`config.mk`:
```
export PLATFORM = sky130hd
export DESIGN_NAME = bcd_to_84n2n1_serializer
export DESIGN_NICKNAME = d
export VERILOG_FILES = /design/src/rtl/bcd_to_84n2n1_serializer.sv
export SDC_FILE = /design/constraint.sdc
export NUM_CORES = 1
export LEC_CHECK = 0
export ABC_AREA = 1
export BUFFER_PORTS_ARGS = -buffer_cell sky130_fd_sc_hd__buf_2
export CAP_MARGIN = 10
export CORE_AREA = 2 2 69 71
export CTS_BUF_LIST = sky130_fd_sc_hd__clkbuf_4 sky130_fd_sc_hd__clkbuf_8 sky130_fd_sc_hd__clkbuf_16
export CTS_CLUSTER_DIAMETER = 30
export DETAILED_ROUTE_END_ITERATION = 8
export DIE_AREA = 0 0 71 73
export GPL_TIMING_DRIVEN = 0
export HOLD_SLACK_MARGIN = 0.1
export SKIP_LAST_GASP = 1
export SYNTH_ARGS = -nofsm -noshare
export SYNTH_HDL_FRONTEND = slang
export SYNTH_SLANG_ARGS = --single-unit
```
`constraint.sdc`:
```
create_clock -name clk -period 1.6 [get_ports clk]
set_input_delay 0.08 -clock clk [delete_from_list [all_inputs] [get_ports clk]]
set_output_delay 0.08 -clock clk [all_outputs]
set_load 0.01 [all_outputs]
```
`src/rtl/bcd_to_84n2n1_serializer.sv`:
```
// bcd_to_84n2n1_serializer: serializes a packed BCD word into 8,4,-2,-1 digits, MSD first.
// Optional CODE_PARITY_EN adds out_par, the odd parity of out_code.
module bcd_to_84n2n1_serializer #(
  parameter int DIGITS = 4,
  parameter int IDXW   = 3
) (
  input  logic                  clk,
  input  logic                  rst_n,
  input  logic                  in_valid,
  output logic                  in_ready,
  input  logic [4*DIGITS-1:0]   in_bcd,
  output logic                  out_valid,
  input  logic                  out_ready,
  output logic [3:0]            out_code,
  output logic [IDXW-1:0]       out_idx,
  output logic                  out_last,
  output logic                  out_err,
  output logic                  word_err
`ifdef CODE_PARITY_EN
  ,
  output logic                  out_par
`endif
);
  typedef enum logic {IDLE, SEND} state_t;
  state_t state;
  logic [4*DIGITS-1:0] sr;
  logic [3:0] dig, code;
  logic bad;
  function automatic logic [3:0] enc(input logic [3:0] d);
    case (d)
      4'd1: enc = 4'b0111;
      4'd2: enc = 4'b0110;
      4'd3: enc = 4'b0101;
      4'd4: enc = 4'b0100;
      4'd5: enc = 4'b1011;
      4'd6: enc = 4'b1010;
      4'd7: enc = 4'b1001;
      4'd8: enc = 4'b1000;
      4'd9: enc = 4'b1111;
      default: enc = 4'b0000;
    endcase
  endfunction
  // sr keeps the not-yet-presented digits left-aligned, so the next one is always on top
  assign dig = state == IDLE ? in_bcd[4*DIGITS-1 -: 4] : sr[4*DIGITS-1 -: 4];
  assign code = enc(dig);
  assign in_ready = state == IDLE && rst_n;
  assign out_valid = state == SEND;
  always_comb begin
    bad = 1'b0;
    for (int k = 0; k < DIGITS; k++) bad = bad | (in_bcd[4*k +: 4] > 4'd9);
  end
  always_ff @(posedge clk or negedge rst_n) begin
    if (!rst_n) begin
      state    <= IDLE;
      sr       <= '0;
      out_code <= 4'b0000;
      out_idx  <= '0;
      out_last <= 1'b0;
      out_err  <= 1'b0;
      word_err <= 1'b0;
`ifdef CODE_PARITY_EN
      out_par  <= 1'b1;
`endif
    end else if (state == IDLE) begin
      if (in_valid) begin
        state    <= SEND;
        sr       <= in_bcd << 4;
        out_code <= code;
        out_idx  <= IDXW'(DIGITS - 1);
        out_last <= DIGITS == 1;
        out_err  <= dig > 4'd9;
        word_err <= bad;
`ifdef CODE_PARITY_EN
        out_par  <= ~^code;
`endif
      end
    end else if (out_ready) begin
      if (out_last) state <= IDLE;
      else begin
        sr       <= sr << 4;
        out_code <= code;
        out_idx  <= out_idx - IDXW'(1);
        out_last <= out_idx == IDXW'(1);
        out_err  <= dig > 4'd9;
`ifdef CODE_PARITY_EN
        out_par  <= ~^code;
`endif
      end
    end
  end
endmodule
```
==> results of run 1 <==
-- through the flow --
stage	area [sq um]	hold slack [ps]
after floorplan	1290	-216
after global placement	1510	94.9
after detailed placement	1510	90.8
after CTS	1690	104
after global routing	1720	119
final	1720	95.2
-- registers in the layout (all words and copies together) (netlist names) --
name and cells:
out_err 1, sr 12, word_err 1, out_valid 1
out_code 4, out_idx 3, out_last 1
-- cells in the final DEF, fill, tap and decap left out, drive strengths merged --
| cell | count |
|---|---|
| o211ai | 2 |
| a32o | 1 |
| a22oi | 1 |
| dlygate4sd3 | 10 |
| buf | 39 |
| nand3 | 7 |
| clkinv | 1 |
| ha | 5 |
| nor2 | 14 |
| nand2 | 49 |
| inv | 18 |
| dfrtp | 23 |
| a22o | 3 |
| a21oi | 3 |
| o21ai | 14 |
| a31oi | 6 |
| nand4 | 1 |
| clkbuf | 4 |
-- power groups by stage --
stage	registers (W)	logic (W)	clock network, W
after global placement	0.00102	0.00157	0
after floorplan	0.00106	0.00111	0
after global routing	0.00105	0.00199	0.000401
after detailed placement	0.00102	0.00158	0
after CTS	0.00101	0.00167	0.000372
final	0.00100	0.00173	0.000363
-- what timing repair did --
action | 4_1_cts | 5_1_grt
hold buffers | 10 | 0
pin swaps | 0 | 2
endpoints found under the hold margin | 32 | 0
resized for setup | 3 | 6
endpoints found under the setup margin | 5 | 4
setup buffers | 3 | 1
-- cells by family (layout without fill, tap and decap cells) --
| group | count (synthesis) | after routing | synth area share |
|---|---|---|---|
| and+or+nand+nor | 71 | 71 | 0.247 |
| buffers and inverters | 23 | 72 | 0.0884 |
| DFF | 23 | 23 | 0.447 |
| AOI/OAI and AO/OA | 30 | 30 | 0.169 |
| adders and majority gates | 5 | 5 | 0.0486 |
-- final timing paths --
check	start	end
max reg2reg	out_valid	out_code[2]
max in group asynchronous	rst_n	out_code[3]
min reg2reg	out_code[1]	out_code[1]
min	in_bcd[7]	sr[11]
max	out_valid	out_code[2]
min in group asynchronous	rst_n	out_idx[1]
-- layout make-up --
type,count,area [sq um]
buffer,5,50.0
clock buffer,3,41.3
clock inverter,1,5.00
fill,477,2820
inverter,18,67.6
multi-input combinational,106,623
sequential,23,576
tap,54,67.6
timing repair buffer,45,288
-- layer usage --
layer / GRT usage / up-vias
li1: - / 594
met1: 0.171 / 524
met2: 0.206 / 12
met3: 0.0124 / 4
met4: 0.0566 / 0
met5: 0 / -
-- worst min-delay path, delay by kind of cell --
family | cells | cell delay [ps]
buffers and inverters | 1 | 100
AOI/OAI and AO/OA | 2 | 140
==> report_table.html, run 1 <==
<table>
<tr><th>Metric</th><th>Value</th></tr>
<tr><th colspan="2">Power and ir drop</th></tr>
<tr><td>Internal Pwr Total</td><td>0.00176 W</td></tr>
<tr><td>NetSw</td><td>0.00134 W</td></tr>
<tr><td>Maximum ir drop on the vdd rail</td><td>0.493 mV</td></tr>
<tr><td>Clock power share</td><td>0.117</td></tr>
<tr><td>Reg power frac</td><td>0.324</td></tr>
<tr><td>Leak pwr</td><td>0.895 nW</td></tr>
<tr><td>Combinational power share</td><td>0.559</td></tr>
<tr><td>Total chip power</td><td>0.00310 W</td></tr>
<tr><td>Power per cell area</td><td>1800 mW/mm^2</td></tr>
<tr><td>Sw Ratio</td><td>0.432</td></tr>
<tr><th colspan="2">Synthesis</th></tr>
<tr><td>Post-Syn Nets</td><td>177</td></tr>
<tr><td>Synth area leaders</td><td>sky130_fd_sc_hd__dfrtp_1, sky130_fd_sc_hd__nand2_1, sky130_fd_sc_hd__inv_1</td></tr>
<tr><td>Total of flip-flops plus latches after synthesis</td><td>23</td></tr>
<tr><td>Share of the yosys chip area belonging to registers</td><td>0.447</td></tr>
<tr><td>Distinct cell type count of the synthesized netlist</td><td>24</td></tr>
<tr><td>Most numerous cell types in the synthesized netlist</td><td>sky130_fd_sc_hd__nand2_1, sky130_fd_sc_hd__dfrtp_1, sky130_fd_sc_hd__inv_1</td></tr>
<tr><td>Summed instance area of the synthesized netlist</td><td>0.00129 sq mm</td></tr>
<tr><td>Cells after Synth</td><td>152</td></tr>
<tr><td>Async S/R FF share, synth</td><td>1.00</td></tr>
<tr><td>Most used flip-flop cell after synthesis</td><td>sky130_fd_sc_hd__dfrtp_1</td></tr>
<tr><td>Syn Area/Cell</td><td>8.47 sq um</td></tr>
<tr><td>Most common cell in the synthesized netlist</td><td>sky130_fd_sc_hd__nand2_1</td></tr>
<tr><td>Number of synthesized flops with an enable pin</td><td>0</td></tr>
<tr><td>Total of warnings raised by yosys</td><td>0</td></tr>
<tr><td>Area fraction of the dominant cell type after synthesis</td><td>0.447</td></tr>
<tr><td>Cell type with the largest total area after synthesis</td><td>sky130_fd_sc_hd__dfrtp_1</td></tr>
<tr><th colspan="2">Global routing</th></tr>
<tr><td>Global-route wire length before repair</td><td>5150 um</td></tr>
<tr><td>Via count of the first global-routing pass</td><td>1123</td></tr>
<tr><td>Global-route usage over all layers</td><td>0.126</td></tr>
<tr><td>Maximum number of pins on one net before global-route repair</td><td>25</td></tr>
<tr><td>Gr ovfl total</td><td>0</td></tr>
<tr><td>Number of antenna violations at the first check in global routing</td><td>0</td></tr>
<tr><th colspan="2">Clocking</th></tr>
<tr><td>Clock latency reported for the late side of the worst-skew pair</td><td>260 ps</td></tr>
<tr><td>CTS tree</td><td>yes</td></tr>
<tr><td>Clock tree buffer depth</td><td>2</td></tr>
<tr><td>Number of CTS-inserted buffers</td><td>3</td></tr>
<tr><td>Clock transition at path regs</td><td>80 ps</td></tr>
<tr><td>Max H-tree Level</td><td>1</td></tr>
<tr><td>Root cell of the clock tree</td><td>sky130_fd_sc_hd__clkbuf_8</td></tr>
<tr><td>Count of clock tree sinks</td><td>23</td></tr>
<tr><th colspan="2">Finish</th></tr>
<tr><td>Fraction of layout cells with a size suffix above 1</td><td>0.308</td></tr>
<tr><td>Total Nets Final</td><td>227</td></tr>
<tr><td>Area Growth Syn to Fin</td><td>33.4%</td></tr>
<tr><td>Core Util, Final</td><td>0.379</td></tr>
<tr><td>Post-route non-filler standard cell count</td><td>255</td></tr>
<tr><td>Antenna cells</td><td>0</td></tr>
<tr><th colspan="2">STA</th></tr>
<tr><td>Post-route setup TNS</td><td>0 ps</td></tr>
<tr><td>Final min period</td><td>1490 ps</td></tr>
<tr><td>Largest clock skew in the final design</td><td>2.98 ps</td></tr>
<tr><td>Slew of the pin with the lowest slew margin</td><td>329 ps</td></tr>
<tr><td>Number of hold violations in the final report</td><td>0</td></tr>
<tr><td>Crit share post-route</td><td>0.934</td></tr>
<tr><td>Max Fclk</td><td>0.669 GHz</td></tr>
<tr><td>Worst slew margin relative to its limit</td><td>0.781</td></tr>
<tr><td>Max-slew violation count</td><td>0</td></tr>
<tr><td>Final setup violating endpoints</td><td>0</td></tr>
<tr><td>Post-route setup slack</td><td>105 ps</td></tr>
<tr><th colspan="2">Critical path</th></tr>
<tr><td>Number of buffer and inverter stages on the critical path</td><td>4</td></tr>
<tr><td>Cell repeated most along the worst path</td><td>sky130_fd_sc_hd__nand2_1</td></tr>
<tr><td>Req. time, crit path</td><td>1760 ps</td></tr>
<tr><td>Worst path arrival time</td><td>1650 ps</td></tr>
<tr><td>Cells along the critical path</td><td>inv_2 -&gt; buf_8 -&gt; nand2_2 -&gt; o21ai_4 -&gt; inv_2 -&gt; ha_1 -&gt; inv_1 -&gt; nand3_1 -&gt; nand3_1 -&gt; nand2_1 -&gt; nand2_1 -&gt; nand2_1</td></tr>
<tr><td>Max stage delay cell, worst path</td><td>sky130_fd_sc_hd__dfrtp_1</td></tr>
<tr><td>Path depth of the worst reg2reg path</td><td>12</td></tr>
<tr><td>Endpoint class of the critical path</td><td>register</td></tr>
<tr><td>Family with the most delay on the worst path</td><td>flip-flops</td></tr>
<tr><td>Critical path class</td><td>reg -&gt; reg</td></tr>
<tr><td>Crit path launch type</td><td>register</td></tr>
<tr><td>Stages on the worst setup path</td><td>12</td></tr>
<tr><td>Highest fanout seen on the critical path</td><td>3</td></tr>
<tr><td>Worst-case register-to-register setup slack</td><td>110 ps</td></tr>
<tr><td>Critical Path Max Stage Delay</td><td>420 ps</td></tr>
<tr><th colspan="2">Route</th></tr>
<tr><td>Met3 WL post-DR</td><td>51 um</td></tr>
<tr><td>Number of nets with antenna violations after detailed routing</td><td>0</td></tr>
<tr><td>Drt initial violations</td><td>22</td></tr>
<tr><td>Detailed-route wire length on metal 1</td><td>1440 um</td></tr>
<tr><td>Remaining design rule violation count</td><td>0</td></tr>
<tr><td>Sum of routed wire length over all layers</td><td>2990 um</td></tr>
<tr><td>Pre-antenna DRT Iters</td><td>4</td></tr>
<tr><td>Highest metal layer used by the detailed router</td><td>met4</td></tr>
<tr><td>Wirelength per Cell</td><td>11.7 um</td></tr>
<tr><td>Number of vias per cell after detailed routing</td><td>4.45</td></tr>
<tr><td>Met2 wirelength from detailed routing</td><td>1440 um</td></tr>
<tr><td>Via total after detailed routing</td><td>1134</td></tr>
<tr><th colspan="2">Floorplan</th></tr>
<tr><td>Boundary Pins</td><td>32</td></tr>
<tr><td>Core Rows</td><td>25</td></tr>
<tr><td>Area of the die</td><td>0.00518 sq mm</td></tr>
<tr><td>Initial cell density of the core</td><td>0.284</td></tr>
<tr><td>Floorplan Core Area</td><td>0.00454 sq mm</td></tr>
<tr><td>Die extent in y</td><td>73 um</td></tr>
<tr><td>Width of the die</td><td>71 um</td></tr>
<tr><th colspan="2">Job</th></tr>
<tr><td>Max-capacitance violation count</td><td>0</td></tr>
<tr><th colspan="2">Placed design</th></tr>
<tr><td>Final HPWL DP</td><td>2240 um</td></tr>
<tr><td>Worst setup timing slack at the placement stage</td><td>-173 ps</td></tr>
<tr><td>Number of I/O port buffers</td><td>31</td></tr>
<tr><td>Weighted congestion at the end of routability-driven global placement</td><td>0.755</td></tr>
<tr><td>Cell total after placement</td><td>237</td></tr>
<tr><th colspan="2">Hold path</th></tr>
<tr><td>Hold path cells</td><td>3</td></tr>
<tr><td>Hold WC Path Type</td><td>in -&gt; reg</td></tr>
<tr><th colspan="2">Status</th></tr>
<tr><td>Outcome</td><td>finished, final reports clean</td></tr>
</table>
Note: power is estimated with default switching activity, not from simulation.
==> inputs of run 2 (changes only) <==
--- a/config.mk
+++ b/config.mk
@@ -17,2 +17,3 @@
 export HOLD_SLACK_MARGIN = 0.1
+export PLACE_DENSITY = 0.48
 export SKIP_LAST_GASP = 1
--- a/constraint.sdc
+++ b/constraint.sdc
@@ -3,2 +3,2 @@
 set_output_delay 0.08 -clock clk [all_outputs]
-set_load 0.01 [all_outputs]
+set_load 0.1 [all_outputs]
==> run 2 against run 1 <==
Effect of this change:
- core utilization grew 3.0 points
- clock skew grew 1.1 ps
- sequential power is essentially flat
- hold slack gained 5.5 ps
- die area is the same
- power grew 36%
- critical path type is now reg -> out
- largest power group unchanged
- highest routed layer unchanged
==> report_table.html, run 2 (synthesis gave the netlist of run 1 again) <==
<table>
<tr><th>Metric</th><th>Value</th></tr>
<tr><th colspan="2">Status</th></tr>
<tr><td>Outcome</td><td>finished, final reports clean</td></tr>
<tr><th colspan="2">Finish</th></tr>
<tr><td>Total Nets Final</td><td>232 (+2.2%)</td></tr>
<tr><td>Flip-flop count of the largest register after layout</td><td>12 (unchanged)</td></tr>
<tr><td>Most frequent cells in the layout</td><td>sky130_fd_sc_hd__nand2_1, sky130_fd_sc_hd__buf_2, sky130_fd_sc_hd__dfrtp_1</td></tr>
<tr><td>Largest registers</td><td>sr x12, out_code x4, out_idx x3</td></tr>
<tr><td>Reg with most FFs</td><td>sr</td></tr>
<tr><td>Area Growth Syn to Fin</td><td>43.8%</td></tr>
<tr><td>Antenna cells</td><td>0 (unchanged)</td></tr>
<tr><td>Fraction of layout cells with a size suffix above 1</td><td>0.359 (+0.0508)</td></tr>
<tr><td>Final Cell Area</td><td>0.00185 sq mm (+7.8%)</td></tr>
<tr><td>Commonest non-fill, non-tap cell in the layout</td><td>sky130_fd_sc_hd__nand2_1</td></tr>
<tr><td>Multi-input combinational cell area</td><td>663 sq um (+6.4%)</td></tr>
<tr><td>Fillers</td><td>465 (-2.5%)</td></tr>
<tr><td>Sequential cell area</td><td>582 sq um (+1.1%)</td></tr>
<tr><th colspan="2">Critical path</th></tr>
<tr><td>Number of buffer and inverter stages on the critical path</td><td>3 (-1)</td></tr>
<tr><td>Critical path class</td><td>reg -&gt; out</td></tr>
<tr><td>Crit path launch type</td><td>register</td></tr>
<tr><td>Path depth of the worst reg2reg path</td><td>6 (-6)</td></tr>
<tr><td>Worst flop-to-flop path startpoint</td><td>out_valid</td></tr>
<tr><td>Endpoint class of the critical path</td><td>output pin</td></tr>
<tr><td>Worst-case register-to-register setup slack</td><td>80 ps (-30 ps)</td></tr>
<tr><td>Crit Reg-Reg Endpoint</td><td>out_err</td></tr>
<tr><td>Highest fanout seen on the critical path</td><td>10 (+7)</td></tr>
<tr><td>Max stage delay cell, worst path</td><td>sky130_fd_sc_hd__dfrtp_4</td></tr>
<tr><td>Worst path arrival time</td><td>1470 ps (-180 ps)</td></tr>
<tr><td>Req. time, crit path</td><td>1520 ps (-240 ps)</td></tr>
<tr><td>Cells along the critical path</td><td>buf_6 -&gt; buf_2 -&gt; nor2_4 -&gt; buf_12</td></tr>
<tr><td>Family with the most delay on the worst path</td><td>buffers and inverters</td></tr>
<tr><td>Critical Path Max Stage Delay</td><td>510 ps (+90 ps)</td></tr>
<tr><th colspan="2">STA</th></tr>
<tr><td>Max-slew violation count</td><td>0 (unchanged)</td></tr>
<tr><td>Final min period</td><td>1550 ps (+55.9 ps)</td></tr>
<tr><td>Largest clock skew in the final design</td><td>4.06 ps (+1.08 ps)</td></tr>
<tr><td>Slew of the pin with the lowest slew margin</td><td>487 ps (+158 ps)</td></tr>
<tr><td>Setup repair after global routing missed its margin</td><td>yes</td></tr>
<tr><td>Max Fclk</td><td>0.645 GHz (-3.6%)</td></tr>
<tr><td>Number of hold violations in the final report</td><td>0 (unchanged)</td></tr>
<tr><td>Worst slew margin relative to its limit</td><td>0.678 (-0.103)</td></tr>
<tr><td>Crit share post-route</td><td>0.969 (+0.0349)</td></tr>
<tr><td>Final setup violating endpoints</td><td>0 (unchanged)</td></tr>
<tr><th colspan="2">Floorplan</th></tr>
<tr><td>Core Rows</td><td>25 (unchanged)</td></tr>
<tr><td>Die extent in y</td><td>73 um (unchanged)</td></tr>
<tr><td>Initial cell density of the core</td><td>0.284 (unchanged)</td></tr>
<tr><td>Floorplan Core Area</td><td>0.00454 sq mm (unchanged)</td></tr>
<tr><td>Boundary Pins</td><td>32 (unchanged)</td></tr>
<tr><td>Width of the die</td><td>71 um (unchanged)</td></tr>
<tr><td>Area of the die</td><td>0.00518 sq mm (unchanged)</td></tr>
<tr><th colspan="2">Power and ir drop</th></tr>
<tr><td>Clock power share</td><td>0.095 (-0.022)</td></tr>
<tr><td>Combinational power share</td><td>0.662 (+0.103)</td></tr>
<tr><td>Maximum ir drop on the vdd rail</td><td>1.34 mV (+170%)</td></tr>
<tr><td>Sw Ratio</td><td>0.549 (+0.117)</td></tr>
<tr><td>Total chip power</td><td>0.00422 W (+36%)</td></tr>
<tr><td>Reg power frac</td><td>0.243 (-0.081)</td></tr>
<tr><td>Leak pwr</td><td>0.932 nW (+4.1%)</td></tr>
<tr><td>Internal Pwr Total</td><td>0.00190 W (+8.1%)</td></tr>
<tr><td>Power per cell area</td><td>2280 mW/mm^2 (+26%)</td></tr>
<tr><td>NetSw</td><td>0.00232 W (+73%)</td></tr>
<tr><th colspan="2">Placed design</th></tr>
<tr><td>Placed Area</td><td>0.00154 sq mm (+1.7%)</td></tr>
<tr><td>Number of I/O port buffers</td><td>31 (unchanged)</td></tr>
<tr><td>Weighted congestion at the end of routability-driven global placement</td><td>0.796 (+5.3%)</td></tr>
<tr><td>Final HPWL DP</td><td>2290 um (+2.1%)</td></tr>
<tr><th colspan="2">Clocking</th></tr>
<tr><td>Clock latency reported for the late side of the worst-skew pair</td><td>270 ps (about the same)</td></tr>
<tr><td>Clock transition at path regs</td><td>90 ps (about the same)</td></tr>
<tr><td>Count of clock tree sinks</td><td>23 (unchanged)</td></tr>
<tr><td>Root cell of the clock tree</td><td>sky130_fd_sc_hd__clkbuf_8</td></tr>
<tr><td>Number of CTS-inserted buffers</td><td>3 (unchanged)</td></tr>
<tr><td>Clock tree buffer depth</td><td>2 (unchanged)</td></tr>
<tr><td>Max H-tree Level</td><td>1 (unchanged)</td></tr>
<tr><td>CTS tree</td><td>yes</td></tr>
<tr><th colspan="2">Global routing</th></tr>
<tr><td>Gr ovfl total</td><td>0 (unchanged)</td></tr>
<tr><td>Global-route wire length before repair</td><td>5240 um (+1.6%)</td></tr>
<tr><td>Global-route usage over all layers</td><td>0.128 (+0.00127)</td></tr>
<tr><td>Maximum number of pins on one net before global-route repair</td><td>24 (-4.0%)</td></tr>
<tr><td>Number of antenna violations at the first check in global routing</td><td>0 (unchanged)</td></tr>
<tr><td>Via count of the first global-routing pass</td><td>1184 (+5.4%)</td></tr>
<tr><th colspan="2">Route</th></tr>
<tr><td>Remaining design rule violation count</td><td>0 (unchanged)</td></tr>
<tr><td>Via total after detailed routing</td><td>1218 (+7.4%)</td></tr>
<tr><td>Drt initial violations</td><td>63 (+190%)</td></tr>
<tr><td>Number of vias per cell after detailed routing</td><td>4.68 (+5.3%)</td></tr>
<tr><td>Sum of routed wire length over all layers</td><td>3240 um (+8.4%)</td></tr>
<tr><td>Pre-antenna DRT Iters</td><td>4 (unchanged)</td></tr>
<tr><td>Number of nets with antenna violations after detailed routing</td><td>0 (unchanged)</td></tr>
<tr><td>Wirelength per Cell</td><td>12.5 um (+6.4%)</td></tr>
<tr><th colspan="2">Job</th></tr>
<tr><td>Max-capacitance violation count</td><td>0 (unchanged)</td></tr>
<tr><th colspan="2">Hold path</th></tr>
<tr><td>Hold path cells</td><td>3 (unchanged)</td></tr>
<tr><td>Worst hold start</td><td>in_bcd[10]</td></tr>
<tr><td>Hold worst-path end</td><td>sr[14]</td></tr>
<tr><td>Hold WC Path Type</td><td>in -&gt; reg</td></tr>
</table>
-- run 2: cell count changes in the layout (fill, tap and decap cells not counted), sizes merged --
cell | previous run | this run
buf | 39 | 42
clkinv | 1 | 0
dlygate4sd3 | 10 | 13
-- run 2: layer usage --
layer / share of wire / global-route usage / wire length, um / vias up
met3: 0.075 / 0.0276 / 243 / 5
li1: - / - / - / 599
met2: 0.49 / 0.216 / 1590 / 42
met4: 0.011 / 0.0440 / 34 / 0
met5: 0 / 0 / 0 / -
met1: 0.42 / 0.162 / 1370 / 572
-- run 2: power by group through the flow --
stage                     registers, W  logic [W]  clock network, W
after global routing           0.00106    0.00302          0.000433
after floorplan                0.00190    0.00119                 0
after detailed placement       0.00104    0.00250                 0
after global placement         0.00103    0.00247                 0
final                          0.00103    0.00279          0.000401
after CTS                      0.00103    0.00259          0.000413
-- run 2: layout make-up --
class	instances	area share
well taps	54	0.0365
clock buffers	4	0.0264
flip-flops and latches	23	0.314
multi-input cells	106	0.358
repair buffers	50	0.200
inverters	18	0.0378
plain buffers	5	0.0270
-- run 2: repair_timing --
action                                  CTS  global route
endpoints found under the hold margin    35             0
hold buffers                             14             0
gates resized for setup                   2            13
endpoints found under the setup margin    4             4
pin swaps                                 0             3
setup buffers                             2             3
-- run 2: worst min-delay path: cells and delay by family --
kind / cells / cell delay (ps)
compound gates: 1 / 80
buf+inv: 1 / 110
simple gates: 1 / 70
-- run 2: worst max-delay path by stage --
stage | start | endpoint | slack [ps] | cells after the start
after global routing | out_valid | out_code[2] | 0.4 | 12
final | out_valid | in_ready | 50 | 4
after floorplan | out_valid | out_code[1] | -80 | 10
after detailed placement | out_valid | out_code[1] | -50 | 10
after global placement | out_valid | out_code[1] | -10 | 10
after CTS | out_valid | in_ready | -30 | 4
-- run 2: through the flow --
step	hold slack [ps]	instances	TNS, ps	setup WS [ps]	util
after global routing	107	260	0	0.394	0.408
after CTS	102	257	-29.9	-29.9	0.387
after global placement	109	237	-21.5	-12.5	0.339
after floorplan	-216	152	-168	-79.9	-
final	101	260	0	49.5	0.408
after detailed placement	114	237	-112	-47.7	0.339
==> inputs of run 3 (changes only) <==
BUFFER_PORTS_ARGS = -buffer_cell sky130_fd_sc_hd__buf_4   (was -buffer_cell sky130_fd_sc_hd__buf_2)
==> run 3 against run 2 <==
Effect of this change:
- global-route usage about the same
- die area unchanged
- flip-flop and latch count unchanged
- first-iteration DRC count down 49%
- combinational power up 4%
- wire length down 2.8%
- clock skew up 6.5 ps
- critical path type unchanged
- sequential power about the same
- critical path depth unchanged
==> report_table.html, run 3 (synthesis gave the netlist of run 1 again) <==
<table>
<tr><th>Metric</th><th>Value</th></tr>
<tr><th colspan="2">Global routing</th></tr>
<tr><td>Global-route usage over all layers</td><td>0.128 (about the same)</td></tr>
<tr><td>Gr ovfl total</td><td>0 (unchanged)</td></tr>
<tr><td>Maximum number of pins on one net before global-route repair</td><td>25 (+4.2%)</td></tr>
<tr><td>Global-route wire length before repair</td><td>5270 um (+0.65%)</td></tr>
<tr><td>Via count of the first global-routing pass</td><td>1191 (+0.59%)</td></tr>
<tr><td>Number of antenna violations at the first check in global routing</td><td>0 (unchanged)</td></tr>
<tr><th colspan="2">Placed design</th></tr>
<tr><td>Final HPWL DP</td><td>2240 um (-2.0%)</td></tr>
<tr><td>Weighted congestion at the end of routability-driven global placement</td><td>0.747 (-6.1%)</td></tr>
<tr><td>Number of I/O port buffers</td><td>31 (unchanged)</td></tr>
<tr><td>Worst setup timing slack at the placement stage</td><td>-34.1 ps (+13.7 ps)</td></tr>
<tr><th colspan="2">Critical path</th></tr>
<tr><td>Crit path launch type</td><td>register</td></tr>
<tr><td>Critical path class</td><td>reg -&gt; out</td></tr>
<tr><td>Endpoint class of the critical path</td><td>output pin</td></tr>
<tr><td>Crit Reg-Reg Endpoint</td><td>out_code[2]</td></tr>
<tr><td>Worst-case register-to-register setup slack</td><td>60 ps (-20 ps)</td></tr>
<tr><td>Startpoint of the worst setup timing path</td><td>out_valid</td></tr>
<tr><td>Path depth of the worst reg2reg path</td><td>9 (+3)</td></tr>
<tr><td>Worst flop-to-flop path startpoint</td><td>out_valid</td></tr>
<tr><td>Worst path arrival time</td><td>1460 ps (about the same)</td></tr>
<tr><td>Req. time, crit path</td><td>1520 ps (about the same)</td></tr>
<tr><td>End of the critical path</td><td>in_ready</td></tr>
<tr><td>Highest fanout seen on the critical path</td><td>10 (unchanged)</td></tr>
<tr><th colspan="2">STA</th></tr>
<tr><td>Setup repair after global routing missed its margin</td><td>yes</td></tr>
<tr><td>Max Fclk</td><td>0.647 GHz (+0.38%)</td></tr>
<tr><td>Number of hold violations in the final report</td><td>0 (unchanged)</td></tr>
<tr><td>Final min period</td><td>1540 ps (-5.90 ps)</td></tr>
<tr><td>Largest clock skew in the final design</td><td>10.6 ps (+6.54 ps)</td></tr>
<tr><td>Max-slew violation count</td><td>0 (unchanged)</td></tr>
<tr><td>Slew of the pin with the lowest slew margin</td><td>325 ps (-161 ps)</td></tr>
<tr><td>Post-route setup slack</td><td>55.4 ps (+5.90 ps)</td></tr>
<tr><td>Worst slew margin relative to its limit</td><td>0.782 (+0.104)</td></tr>
<tr><td>Final setup violating endpoints</td><td>0 (unchanged)</td></tr>
<tr><td>Crit share post-route</td><td>0.965 (-0.00369)</td></tr>
<tr><th colspan="2">Route</th></tr>
<tr><td>Number of vias per cell after detailed routing</td><td>4.56 (-2.7%)</td></tr>
<tr><td>Sum of routed wire length over all layers</td><td>3150 um (-2.8%)</td></tr>
<tr><td>Number of nets with antenna violations after detailed routing</td><td>0 (unchanged)</td></tr>
<tr><td>Wirelength per Cell</td><td>12.2 um (-2.0%)</td></tr>
<tr><td>Remaining design rule violation count</td><td>0 (unchanged)</td></tr>
<tr><td>Drt initial violations</td><td>32 (-49%)</td></tr>
<tr><td>Pre-antenna DRT Iters</td><td>4 (unchanged)</td></tr>
<tr><td>Via total after detailed routing</td><td>1176 (-3.4%)</td></tr>
<tr><th colspan="2">Job</th></tr>
<tr><td>Max-capacitance violation count</td><td>0 (unchanged)</td></tr>
<tr><th colspan="2">Finish</th></tr>
<tr><td>Most frequent cells in the layout</td><td>sky130_fd_sc_hd__nand2_1, sky130_fd_sc_hd__buf_4, sky130_fd_sc_hd__dfrtp_1</td></tr>
<tr><td>Area Growth Syn to Fin</td><td>47.5%</td></tr>
<tr><td>Commonest non-fill, non-tap cell in the layout</td><td>sky130_fd_sc_hd__nand2_1</td></tr>
<tr><td>Largest registers</td><td>sr x12, out_code x4, out_idx x3</td></tr>
<tr><td>Flip-flop count of the largest register after layout</td><td>12 (unchanged)</td></tr>
<tr><td>Total Nets Final</td><td>230 (-0.86%)</td></tr>
<tr><td>Fraction of layout cells with a size suffix above 1</td><td>0.353 (-0.00628)</td></tr>
<tr><td>Reg with most FFs</td><td>sr</td></tr>
<tr><td>Core Util, Final</td><td>0.419 (+0.0105)</td></tr>
<tr><td>Antenna cells</td><td>0 (unchanged)</td></tr>
<tr><th colspan="2">Clocking</th></tr>
<tr><td>Clock tree buffer depth</td><td>2 (unchanged)</td></tr>
<tr><td>Root cell of the clock tree</td><td>sky130_fd_sc_hd__clkbuf_8</td></tr>
<tr><td>Clock transition at path regs</td><td>100 ps (about the same)</td></tr>
<tr><td>Count of clock tree sinks</td><td>23 (unchanged)</td></tr>
<tr><td>Number of CTS-inserted buffers</td><td>3 (unchanged)</td></tr>
<tr><td>Clock latency reported for the late side of the worst-skew pair</td><td>270 ps (about the same)</td></tr>
<tr><td>Max H-tree Level</td><td>1 (unchanged)</td></tr>
<tr><td>CTS tree</td><td>yes</td></tr>
<tr><th colspan="2">Power and ir drop</th></tr>
<tr><td>Leak pwr</td><td>0.932 nW (about the same)</td></tr>
<tr><td>Power per cell area</td><td>2270 mW/mm^2 (-0.31%)</td></tr>
<tr><td>Maximum ir drop on the vdd rail</td><td>1.32 mV (-1.0%)</td></tr>
<tr><th colspan="2">Floorplan</th></tr>
<tr><td>Area of the die</td><td>0.00518 sq mm (unchanged)</td></tr>
<tr><td>Floorplan Core Area</td><td>0.00454 sq mm (unchanged)</td></tr>
<tr><td>Boundary Pins</td><td>32 (unchanged)</td></tr>
<tr><td>Core Rows</td><td>25 (unchanged)</td></tr>
<tr><td>Die extent in y</td><td>73 um (unchanged)</td></tr>
<tr><td>Width of the die</td><td>71 um (unchanged)</td></tr>
<tr><td>Initial cell density of the core</td><td>0.284 (unchanged)</td></tr>
<tr><th colspan="2">Hold path</th></tr>
<tr><td>Hold path cells</td><td>3 (unchanged)</td></tr>
<tr><td>Hold WC Path Type</td><td>in -&gt; reg</td></tr>
<tr><th colspan="2">Status</th></tr>
<tr><td>Outcome</td><td>finished, final reports clean</td></tr>
</table>
run 3: layout make-up:
type | instances | area (sq um)
multi-input cells | 106 | 666
plain buffers | 5 | 50.0
repair buffers | 48 | 415
inverters | 18 | 70.1
flip-flops and latches | 23 | 582
clock buffers | 3 | 41.3
well taps | 54 | 67.6
clock inverters | 1 | 7.51
fillers | 473 | 2640
run 3: where the power goes:
group          switching [W]  internal (W)  leakage, nW  total [W]
Sequential          0.000171      0.000858        0.280    0.00103
Combinational        0.00196      0.000943        0.630    0.00290
Clock               0.000208      0.000177       0.0217   0.000384
Total                0.00234       0.00198        0.932    0.00432
run 3: per-layer routing:
metal  GRT usage  vias to the layer above  wire (um)
met5           0                        -          0
met4      0.0252                        0         19
met3      0.0373                        2        183
met2       0.226                       32       1590
met1       0.155                      545       1360
li1            -                      597          -
run 3: worst max-delay path, stage by stage (launching register included):
cell                      delay [ps]
sky130_fd_sc_hd__dfrtp_4         510
sky130_fd_sc_hd__buf_6           160
sky130_fd_sc_hd__buf_2           200
sky130_fd_sc_hd__nor2_4          140
sky130_fd_sc_hd__buf_12          180
run 3: worst min path at each step:
stage / slack, ps / endpoint / startpoint
floorplan: -220 / out_code[0] / rst_n
global placement: 7 / out_err / rst_n
detailed placement: 6 / out_err / rst_n
CTS: 100 / sr[14] / in_bcd[10]
global route: 110 / sr[13] / in_bcd[9]
finish: 110 / sr[14] / in_bcd[10]
run 3: metrics by stage:
step	power (W)	cells	hold slack, ps	cell area [sq um]	setup TNS (ps)
after global placement	0.00360	237	6.66	1610	-27.7
final	0.00432	258	105	1900	0
after CTS	0.00412	255	103	1810	0
after detailed placement	0.00364	237	5.80	1610	-64.6
after floorplan	0.00308	152	-216	1310	-168
after global routing	0.00464	258	113	1900	-43.2
run 3: what timing repair did:
action | 4_1_cts | 5_1_grt
resized for setup | 3 | 11
hold buffers | 12 | 0
setup buffers | 2 | 3
pin swaps | 0 | 3
endpoints found under the hold margin | 34 | 0
endpoints found under the setup margin | 5 | 5
